### src/rtl/clk_div_pkg.sv
// Shared types and helpers for the multi-channel programmable clock divider.
package clk_div_pkg;

    localparam int unsigned MIN_DIV = 2;
    localparam int unsigned MAX_W   = 32;

    typedef enum logic [1:0] {
        ST_STOP  = 2'd0,
        ST_RUN   = 2'd1,
        ST_DRAIN = 2'd2
    } state_t;

    typedef struct packed {
        logic [MAX_W-1:0] div;
        logic [MAX_W-1:0] high;
    } eff_cfg_t;

    // Divisor floors at MIN_DIV; high-time saturates at the divisor (constant-high output).
    function automatic eff_cfg_t sanitise(input logic [MAX_W-1:0] div,
                                          input logic [MAX_W-1:0] high);
        eff_cfg_t r;
        r.div  = (div < MAX_W'(MIN_DIV)) ? MAX_W'(MIN_DIV) : div;
        r.high = (high > r.div) ? r.div : high;
        return r;
    endfunction

endpackage

### src/rtl/clk_div_gen_ch.sv
// One divider channel: STOP/RUN/DRAIN FSM, period counter, shadow config reloaded at period boundaries.
module clk_div_ch
    import clk_div_pkg::*;
#(
    parameter int unsigned CNT_W    = 31,
    parameter int unsigned DEF_DIV  = 125000000,
    parameter int unsigned DEF_HIGH = 62500000
) (
    input  logic             clk,
    input  logic             rst_n,
    input  logic             en,
    input  logic             wr,
    input  logic [CNT_W-1:0] wr_div,
    input  logic [CNT_W-1:0] wr_high,
    input  logic             wr_inv,
    output logic             clk_out,
    output logic             tick,
    output logic             pend
);

    localparam eff_cfg_t DEF_EFF = sanitise(MAX_W'(DEF_DIV), MAX_W'(DEF_HIGH));

    state_t           state;
    logic [CNT_W-1:0] cnt;
    logic [CNT_W-1:0] div_q;
    logic [CNT_W-1:0] high_q;
    logic             inv_q;
    logic [CNT_W-1:0] sh_div;
    logic [CNT_W-1:0] sh_high;
    logic             sh_inv;

    eff_cfg_t         sh_eff;
    logic             cfg_unused;
    logic             wrap;
    logic             apply;
    logic [CNT_W-1:0] next_cnt;
    logic [CNT_W-1:0] nxt_div;
    logic [CNT_W-1:0] nxt_high;
    logic             nxt_inv;

    assign sh_eff     = sanitise(MAX_W'(sh_div), MAX_W'(sh_high));
    assign cfg_unused = ^sh_eff;
    assign wrap       = (cnt == div_q - 1'b1);
    assign next_cnt   = wrap ? '0 : cnt + 1'b1;

    // pend is sampled before this edge, so a write landing on a wrap waits one more period.
    always_comb begin
        apply = 1'b0;
        case (state)
            ST_STOP: apply = pend;
            default: apply = pend && wrap;
        endcase
    end

    always_comb begin
        nxt_div  = div_q;
        nxt_high = high_q;
        nxt_inv  = inv_q;
        if (apply) begin
            nxt_div  = CNT_W'(sh_eff.div);
            nxt_high = CNT_W'(sh_eff.high);
            nxt_inv  = sh_inv;
        end
    end

    always_ff @(posedge clk or negedge rst_n) begin
        if (!rst_n) begin
            state   <= ST_STOP;
            cnt     <= '0;
            div_q   <= CNT_W'(DEF_EFF.div);
            high_q  <= CNT_W'(DEF_EFF.high);
            inv_q   <= 1'b0;
            sh_div  <= CNT_W'(DEF_DIV);
            sh_high <= CNT_W'(DEF_HIGH);
            sh_inv  <= 1'b0;
            pend    <= 1'b0;
            clk_out <= 1'b0;
            tick    <= 1'b0;
        end else begin
            div_q  <= nxt_div;
            high_q <= nxt_high;
            inv_q  <= nxt_inv;
            if (wr) begin
                sh_div  <= wr_div;
                sh_high <= wr_high;
                sh_inv  <= wr_inv;
                pend    <= 1'b1;
            end else if (apply) begin
                pend <= 1'b0;
            end
            case (state)
                ST_STOP: begin
                    cnt <= '0;
                    if (en) begin
                        state   <= ST_RUN;
                        tick    <= 1'b1;
                        clk_out <= (nxt_high != '0) ^ nxt_inv;
                    end else begin
                        tick    <= 1'b0;
                        clk_out <= nxt_inv;
                    end
                end
                ST_RUN, ST_DRAIN: begin
                    if (state == ST_DRAIN && !en && wrap) begin
                        state   <= ST_STOP;
                        cnt     <= '0;
                        tick    <= 1'b0;
                        clk_out <= nxt_inv;
                    end else begin
                        state   <= en ? ST_RUN : ST_DRAIN;
                        cnt     <= next_cnt;
                        tick    <= wrap;
                        clk_out <= (next_cnt < nxt_high) ^ nxt_inv;
                    end
                end
                default: state <= ST_STOP;
            endcase
        end
    end

endmodule

### src/rtl/clk_div_gen.sv
// Multi-channel programmable clock divider with glitch-free period-boundary reload.
// Optional output inversion (cfg_inv port) when CLK_DIV_GEN_INV_EN is defined.
module clk_div_gen
    import clk_div_pkg::*;
#(
    parameter  int unsigned NUM_CH   = 4,
    parameter  int unsigned CNT_W    = 31,
    parameter  int unsigned DEF_DIV  = 125000000,
    parameter  int unsigned DEF_HIGH = 62500000,
    localparam int unsigned CH_W     = (NUM_CH > 1) ? $clog2(NUM_CH) : 1
) (
    input  logic              clk,
    input  logic              rst_n,
    input  logic [NUM_CH-1:0] en,
    input  logic              cfg_valid,
    output logic              cfg_ready,
    input  logic [CH_W-1:0]   cfg_ch,
    input  logic [CNT_W-1:0]  cfg_div,
    input  logic [CNT_W-1:0]  cfg_high,
`ifdef CLK_DIV_GEN_INV_EN
    input  logic              cfg_inv,
`endif
    output logic [NUM_CH-1:0] clk_out,
    output logic [NUM_CH-1:0] tick,
    output logic [NUM_CH-1:0] pend
);

    logic [NUM_CH-1:0] sel;
    logic              inv_in;

`ifdef CLK_DIV_GEN_INV_EN
    assign inv_in = cfg_inv;
`else
    assign inv_in = 1'b0;
`endif

    // Out-of-range channel numbers select nothing, so they read as ready and are dropped.
    assign cfg_ready = ~|(sel & pend);

    for (genvar i = 0; i < NUM_CH; i++) begin : g_ch
        assign sel[i] = (cfg_ch == CH_W'(i));

        clk_div_ch #(
            .CNT_W   (CNT_W),
            .DEF_DIV (DEF_DIV),
            .DEF_HIGH(DEF_HIGH)
        ) u_ch (
            .clk    (clk),
            .rst_n  (rst_n),
            .en     (en[i]),
            .wr     (cfg_valid && cfg_ready && sel[i]),
            .wr_div (cfg_div),
            .wr_high(cfg_high),
            .wr_inv (inv_in),
            .clk_out(clk_out[i]),
            .tick   (tick[i]),
            .pend   (pend[i])
        );
    end

endmodule

### config.mk
export PLATFORM = sky130hd
export DESIGN_NAME = clk_div_gen
export DESIGN_NICKNAME = d
export VERILOG_FILES = /design/src/rtl/clk_div_pkg.sv /design/src/rtl/clk_div_gen_ch.sv /design/src/rtl/clk_div_gen.sv
export SDC_FILE = /design/constraint.sdc
export NUM_CORES = 2
export LEC_CHECK = 0
export CAP_MARGIN = 40
export CORE_ASPECT_RATIO = 0.75
export CORE_MARGIN = 2
export CORE_UTILIZATION = 47
export CTS_BUF_LIST = sky130_fd_sc_hd__clkbuf_8
export CTS_CLUSTER_DIAMETER = 50
export DETAILED_ROUTE_END_ITERATION = 16
export GPL_TIMING_DRIVEN = 0
export HOLD_SLACK_MARGIN = 0.1
export SLEW_MARGIN = 20
export SYNTH_ARGS = -nofsm -noshare
export SYNTH_HDL_FRONTEND = slang
export SYNTH_HIERARCHICAL = 1
export SYNTH_SLANG_ARGS = --single-unit
export TNS_END_PERCENT = 30
### constraint.sdc
create_clock -name clk -period 8.6 [get_ports clk]
set_clock_uncertainty 0.1 [all_clocks]
set_input_delay 2.15 -clock clk [delete_from_list [all_inputs] [get_ports clk]]
set_output_delay 2.15 -clock clk [all_outputs]
set_load 0.02 [all_outputs]
Yosys cells after proc, flatten, opt, wreduce, memory -nomap -nowiden

Index checks and enable logic that the tools add are counted.

Bits of input ports: 71
Logic and storage cells: 212
Flip-flop bits (word level): 644
Output and inout bits: 13

Equality and inequality tests: 19
$add $sub $neg: 8
Reductions and logical operators: 44
Muxes and demuxes: 80
Bitwise gates (word level): 9
Magnitude comparators: 12

Operator list:

| cell                    | number |
|---|---|
| $mux W31                | 20 |
| $pmux W31 S2            | 4 |
| $gt A31 B32 Y1          | 4 |
| $add A31 B1 Y31 const B | 4 |
| $eq A31 B31 Y1          | 4 |
| $lt A31 B2 Y1 const B   | 4 |
| $lt A31 B31 Y1          | 4 |
| $reduce_bool A31 Y1     | 4 |
| $sub A31 B1 Y31 const B | 4 |
| $mux W1                 | 32 |
| $mux W2                 | 12 |
| $logic_and A1 B1 Y1     | 17 |
| $pmux W1 S2             | 8 |
| $pmux W2 S2             | 4 |
| $reduce_bool A2 Y1      | 8 |
| $eq A2 B2 Y1 const B    | 6 |
| $eq A2 B1 Y1 const B    | 5 |
| $logic_not A2 Y1        | 5 |
| $ne A2 B2 Y1 const B    | 4 |
| $reduce_or A2 Y1        | 4 |
| $xor A1 B1 Y1           | 8 |
| $logic_not A1 Y1        | 5 |
| $and A4 B4 Y4           | 1 |
| $reduce_or A4 Y1        | 1 |

Longest topological paths before layout

Word-level depth: 9
Depth in mapped cells: 26
Mapped depth without buffers: 25

Hierarchy

Netlist, hierarchy kept.

By module, submodules not included:

| module                         | cells an instance | seq. area each (um2) | area an instance (um2) | times used |
|---|---|---|---|---|
| clk_div_ch at g_ch[0].u_ch ... | 1113              | 4119.0               | 10402.5                | 2 |
| clk_div_ch at g_ch[3].u_ch     | 1004              | 4119.0               | 10090.9                | 1 |
| clk_div_ch at g_ch[1].u_ch     | 1041              | 4119.0               | 10024.6                | 1 |
| clk_div_gen                    | 8                 | 0.0                  | 65.1                   | 1 |

Least setup slack after synthesis

No wires, ideal clock.

Path kind: register -> register
Start: register g_ch[3].u_ch.div_q[3]
End: register g_ch[3].u_ch.clk_out
Period minus slack after synthesis: 5665 ps
Data arrival time: 5441 ps
Buffers on the path: 3
Library setup time: 125 ps
Cell stages (with the launch flop): 23
Data required time: 8375 ps
Path slack: 2935 ps
Path through: dfrtp_1 or4_1 buf_2 nor3_4 a21oi_1 nor4b_1 or4b_1 o41ai_4 clkbuf_1 buf_2 mux2i_1 ha_1 a21o_1 a21o_1 a21oi_1 o21ai_0 a21o_1 a21oi_1 o221ai_1 a311oi_1 a311oi_1 xnor2_1 mux2_2

Word-level cells in the longest chain between the ends: 9
Elaborated cells between the ends (all ways): 15
Classes of those cells: add/sub: 1; order compare: 1; eq/ne: 1; mux: 7; bitwise: 2; reduce/logical: 3

RTL lines:

| element                                                      | RTL line                                    | RTL |
|---|---|---|
| from (decl)                                                  | clk_div_gen_ch.sv:25                        | `logic [CNT_W-1:0] div_q;` |
| from (signal assigned)                                       | clk_div_gen_ch.sv:70                        | `div_q <= CNT_W'(DEF_EFF.div);` |
| from (signal assigned)                                       | clk_div_gen_ch.sv:80                        | `div_q <= nxt_div;` |
| $sub A31 B1 Y31 (*)                                          | clk_div_gen_ch.sv:43                        | `assign wrap = (cnt == div_q - 1'b1);` |
| $eq A31 B31 Y1 (*)                                           | clk_div_gen_ch.sv:43                        |  |
| $logic_and A1 B1 Y1                                          | clk_div_gen_ch.sv:51                        | `default: apply = pend && wrap;` |
| $mux W1                                                      | clk_div_gen_ch.sv:49                        | `case (state)` |
| $mux W31                                                     | clk_div_gen_ch.sv:59                        | `if (apply) begin` |
| $lt A31 B31 Y1 / $reduce_bool A31 Y1 (equally long branches) | clk_div_gen_ch.sv:113, clk_div_gen_ch.sv:97 |  |
| $xor A1 B1 Y1, on equally long branches                      | clk_div_gen_ch.sv:113, clk_div_gen_ch.sv:97 |  |
| $mux W1, on equally long branches                            | clk_div_gen_ch.sv:104, clk_div_gen_ch.sv:94 |  |
| $pmux W1 S2 (*)                                              | clk_div_gen_ch.sv:91                        | `case (state)` |
| to (signal assigned)                                         | clk_div_gen_ch.sv:97                        | `clk_out <= (nxt_high != '0) ^ nxt_inv;` |
| to (signal assigned)                                         | clk_div_gen_ch.sv:108                       | `clk_out <= nxt_inv;` |
| to (signal assigned)                                         | clk_div_gen_ch.sv:113                       | `clk_out <= (next_cnt < nxt_high) ^ nxt_inv;` |
| to (decl)                                                    | clk_div_gen_ch.sv:16                        | `output logic clk_out,` |

Every way passes the cells marked *; elsewhere a longest branch is shown, timed or not.
A chain may end at the register's enable or synchronous reset.

Worst setup path in the final report

Start: register g_ch[1].u_ch.div_q[0]
End: register g_ch[1].u_ch.clk_out

Word-level cells in the longest chain between the ends: 9
Elaborated cells between the ends (all ways): 15
Classes of those cells: add/sub: 1; order compare: 1; eq/ne: 1; mux: 7; bitwise: 2; reduce/logical: 3

RTL lines:

| element                                                      | RTL line |
|---|---|
| from (decl)                                                  | clk_div_gen_ch.sv:25 |
| from (signal assigned)                                       | clk_div_gen_ch.sv:70 |
| from (signal assigned)                                       | clk_div_gen_ch.sv:80 |
| $sub A31 B1 Y31 (*)                                          | clk_div_gen_ch.sv:43 |
| $eq A31 B31 Y1 (*)                                           | clk_div_gen_ch.sv:43 |
| $logic_and A1 B1 Y1                                          | clk_div_gen_ch.sv:51 |
| $mux W1                                                      | clk_div_gen_ch.sv:49 |
| $mux W31                                                     | clk_div_gen_ch.sv:59 |
| $lt A31 B31 Y1 / $reduce_bool A31 Y1 (equally long branches) | clk_div_gen_ch.sv:113, clk_div_gen_ch.sv:97 |
| $xor A1 B1 Y1, on equally long branches                      | clk_div_gen_ch.sv:113, clk_div_gen_ch.sv:97 |
| $mux W1, on equally long branches                            | clk_div_gen_ch.sv:104, clk_div_gen_ch.sv:94 |
| $pmux W1 S2 (*)                                              | clk_div_gen_ch.sv:91 |
| to (signal assigned)                                         | clk_div_gen_ch.sv:97 |
| to (signal assigned)                                         | clk_div_gen_ch.sv:108 |
| to (signal assigned)                                         | clk_div_gen_ch.sv:113 |
| to (decl)                                                    | clk_div_gen_ch.sv:16 |

Marks and branches as above.

==> impl_results.md <==
- Area grow syn2layout: 11.9%
- Die area: 0.0896 mm2
- Leakage: just over 20 nW
- Drt total wl: 131 mm
- Yosys cell types: 90
- Logic gate share of total power: 0.443
- Top delay family on crit path: compound AO/OA/AOI/OAI gates
- Max-cap violation count: 0
- Clock tree buffer depth: 3
- Ranking of synthesized cells by area: dfrtp_1 27%, dfstp_2 13%, ha_1 8.1%, mux2_2 7.7%, o21ai_0 3.8%
- Tot GR Track Use: 0.290
- Filler cells: ~8,000
- CTS clock-pin slew for the worst setup and hold paths: approximately 0.060 ns
- # hold bufs at CTS: 0
- Vias: ~34,000
- Critical Path End Type: flop
- CP Max Fanout: 10
- Switching portion of total power: 0.430
- Async S/R FF share, synth: 1.00
- CTS tree: done
- Max Fclk: approximately 0.13 GHz
- Die height: 260 um
- Area leader, netlist: dfrtp_1
- Routability cong.: 0.962
- Ys Warns: 6
- Root Buffer: clkbuf_8
- Number of global-route vias before repair: 32,100
- Hold crit path type: flop to flop
- Post-synth EDFFs: 0
- DRC: 0
- Smallest hold slack: 0.383 ns
- TritonCTS buffer count: 109
- Vias per cell: 5.89
- Routed Antenna Nets: 0
- Placed cells: 5,515
- VDD IR max: 179 uV
- Dpl hpwl: ~100 mm
- Layout cells sized above 1: 0.165
- Synthesized area: 0.0410 mm2
- CP Buf/Inv Count: 4
- Core Region: 0.0861 mm2
- CTS HTree Levels: 3
- Setup violations, final: 0
- Period utilization: 0.866
- Port bufs: just over 80
- Sink Count: 648
- Max_slew headroom: 0.393
- #FFs+latches synth: 648
- Postcts setup bufs: 0
- P_int: between 9 and 10 mW
- Detailed Routing Iterations Pass 1: 5
- First-pass GRT wire length: just under 200 mm
- Period minus WS final: 7.45 ns
- Commonest cells post-synth: 440 x dfrtp_1, 348 x nand2_1, 324 x nor2_1, 312 x o21ai_0, 307 x inv_1
- Utilization after layout: 0.533
- Slowest-stage cell, CP: a2111oi_0
- Initial Util: 0.476
- Main synth FF type: dfrtp_1
- Clock network fraction of total power: 0.190
- Slowest stage delay, CP: around 0.82 ns
- Post_cts resized: 0
- Largest net degree at the start of global routing: 100
- Gr ovfl total: 0
- Clk_lat worst skew: 0.76 ns
- Hold Fails Final Rpt: 0
- # rows: 93
- RSZ-0062 raised after global routing: no
- CP required: 9.12 ns
- Post-Route Setup TNS: 0 ns
- Top cell type's share of synthesized area: 0.269
- Worst Max-Slew Pin Slew: 0.887 ns
- Worst-path cell chain: clkbuf_1, inv_1, ha_1, nor2b_1, nand3_1, a2111oi_0, o211ai_1, or4_1, o41ai_4, buf_2, buf_2, mux2i_1, ha_1, a21o_1, a21o_1, a21oi_1, o21ai_0, a211oi_1, o21ai_0, nor2_1, nor4_1, a2111oi_2
- Worst Setup Start Kind: flop
- Reg power frac: 0.367
- Crit path arrival time: 7.97 ns
- Finished Layout Cells: 5,722
- Mapped Cells: 4,279
- Syn_area_per_cell: approximately 9.6 um2
- Most common cell in the netlist: dfrtp_1
- Routed len/inst: ~23 um
- Initial DRC Count: ~3,500
- Pwr Density: roughly 350 mW/mm2
- Number of placed I/O pins: between 80 and 90
- Switch Pwr: 6.82 mW
- WS Path Type: flop to flop
- Final Total Pwr: 15.9 mW
- Total Nets Final: 4,822
- Final Max Slew Viols: 0
- Initial antenna violation count: 5
- Die Wd: 345 um
- Status: finished clean
- Register area share after synthesis: 0.402
-- metrics by stage --
| stage | area, um2 | setup slack [ns] |
|---|---|---|
| after floorplan | 41000 | 2.93 |
| after global placement | 43300 | -24.75 |
| after detailed placement | 43500 | 1.44 |
| after CTS | 45800 | 1.38 |
| after global routing | 45900 | 0.890 |
| final | 45900 | 1.15 |
-- sequential cells by signal, indices dropped and copies added (netlist names) --
register           count
g_ch.u_ch/clk_out      4
g_ch.u_ch/high_q     124
g_ch.u_ch/inv_q        4
g_ch.u_ch/tick         4
g_ch.u_ch/state        8
g_ch.u_ch/div_q      124
g_ch.u_ch/sh_inv       4
g_ch.u_ch/cnt        124
g_ch.u_ch/sh_high    124
g_ch.u_ch/pend         4
g_ch.u_ch/sh_div     124
-- cell type report --
cell class                      count  area, um2  area share
Inverter                          307       1150      0.0251
Multi-Input combinational cell   3122      22600       0.492
Tap cell                         1140       1430      0.0311
Timing Repair Buffer               94       1050      0.0230
Sequential cell                   648      16500       0.359
Antenna cell                        2       5.00    0.000109
Buffer                            205        823      0.0180
Clock inverter                     65        458     0.00999
Clock buffer                      139       1910      0.0417
-- layout by cell type, fill, tap and decap left out, types with 11 or more instances in the layout --
cell / count
or4_1: 14
a21oi_1: 107
nor3_1: 80
clkbuf_8: 139
clkinv_2: 14
clkbuf_1: 144
nor2_1: 324
xor2_1: 126
nand3_1: 91
o31ai_1: 31
o211ai_1: 16
nor2b_1: 30
xnor2_1: 137
nand4_1: 112
or3_1: 29
nand2b_1: 24
dfrtp_1: 440
a21o_1: 130
mux2_2: 279
a2111oi_0: 11
o21ai_0: 312
buf_1: 29
and3_1: 44
a211oi_1: 14
nor4_1: 133
dfstp_2: 208
mux2i_1: 138
nand2_1: 348
buf_2: 33
and4_1: 22
a22o_1: 65
nand3b_1: 16
clkdlybuf4s50_1: 82
ha_1: 264
inv_1: 343
or2_2: 11
-- logic make-up (layout without fill, tap and decap cells) --
logic type / count (synthesis) / in the layout / share of synthesized area
and+or+nand+nor: 1356 / 1356 / 0.171
AOI/OAI and AO/OA: 814 / 814 / 0.130
DFF: 648 / 648 / 0.402
buffers and inverters: 512 / 810 / 0.0482
muxes: 421 / 421 / 0.112
adders and majority gates: 264 / 264 / 0.0806
xor gates and xnor gates: 263 / 263 / 0.0562
other: 1 / 6 / 0.0000915
-- worst min-delay path: stages (launching register included) --
cell	delay [ns]
dfrtp_1	0.34
nand2_1	0.05
o31ai_1	0.06
-- routing by layer --
layer  vias to the layer above  wire [um]  GRT usage
met3                       171      13600     0.0824
met1                     16600      64000      0.457
met5                         -          0          0
met4                         0       2560     0.0630
met2                      1219      50600      0.384
li1                      15800          -          -
-- power groups by stage --
stage | logic (mW) | clock network (mW) | registers (mW)
after global routing | 7.81 | 3.22 | 5.96
final | 7.02 | 3.02 | 5.82
after detailed placement | 6.89 | 0 | 5.84
after floorplan | 5.08 | 0 | 5.30
after global placement | 6.77 | 0 | 5.85
after CTS | 6.94 | 3.08 | 5.80
-- final timing paths --
check	startpoint	endpoint	slack, ns	cells after the start
setup / recovery	g_ch[1].u_ch/div_q[0]$_DFFE_PN0N_	g_ch[1].u_ch/clk_out$_DFFE_PN0P_	1.15	22
hold / removal	g_ch[3].u_ch/tick$_DFFE_PN0P_	g_ch[3].u_ch/tick$_DFFE_PN0P_	0.38	2
setup reg to reg	g_ch[1].u_ch/div_q[0]$_DFFE_PN0N_	g_ch[1].u_ch/clk_out$_DFFE_PN0P_	1.15	22
hold reg to reg	g_ch[3].u_ch/tick$_DFFE_PN0P_	g_ch[3].u_ch/tick$_DFFE_PN0P_	0.38	2
max in group asynchronous	rst_n	g_ch[2].u_ch/high_q[25]$_DFF_PN1_	5.02	5
min in group asynchronous	rst_n	g_ch[1].u_ch/cnt[4]$_DFFE_PN0P_	1.23	1
No activity file was read; power rests on OpenSTA's default activity.
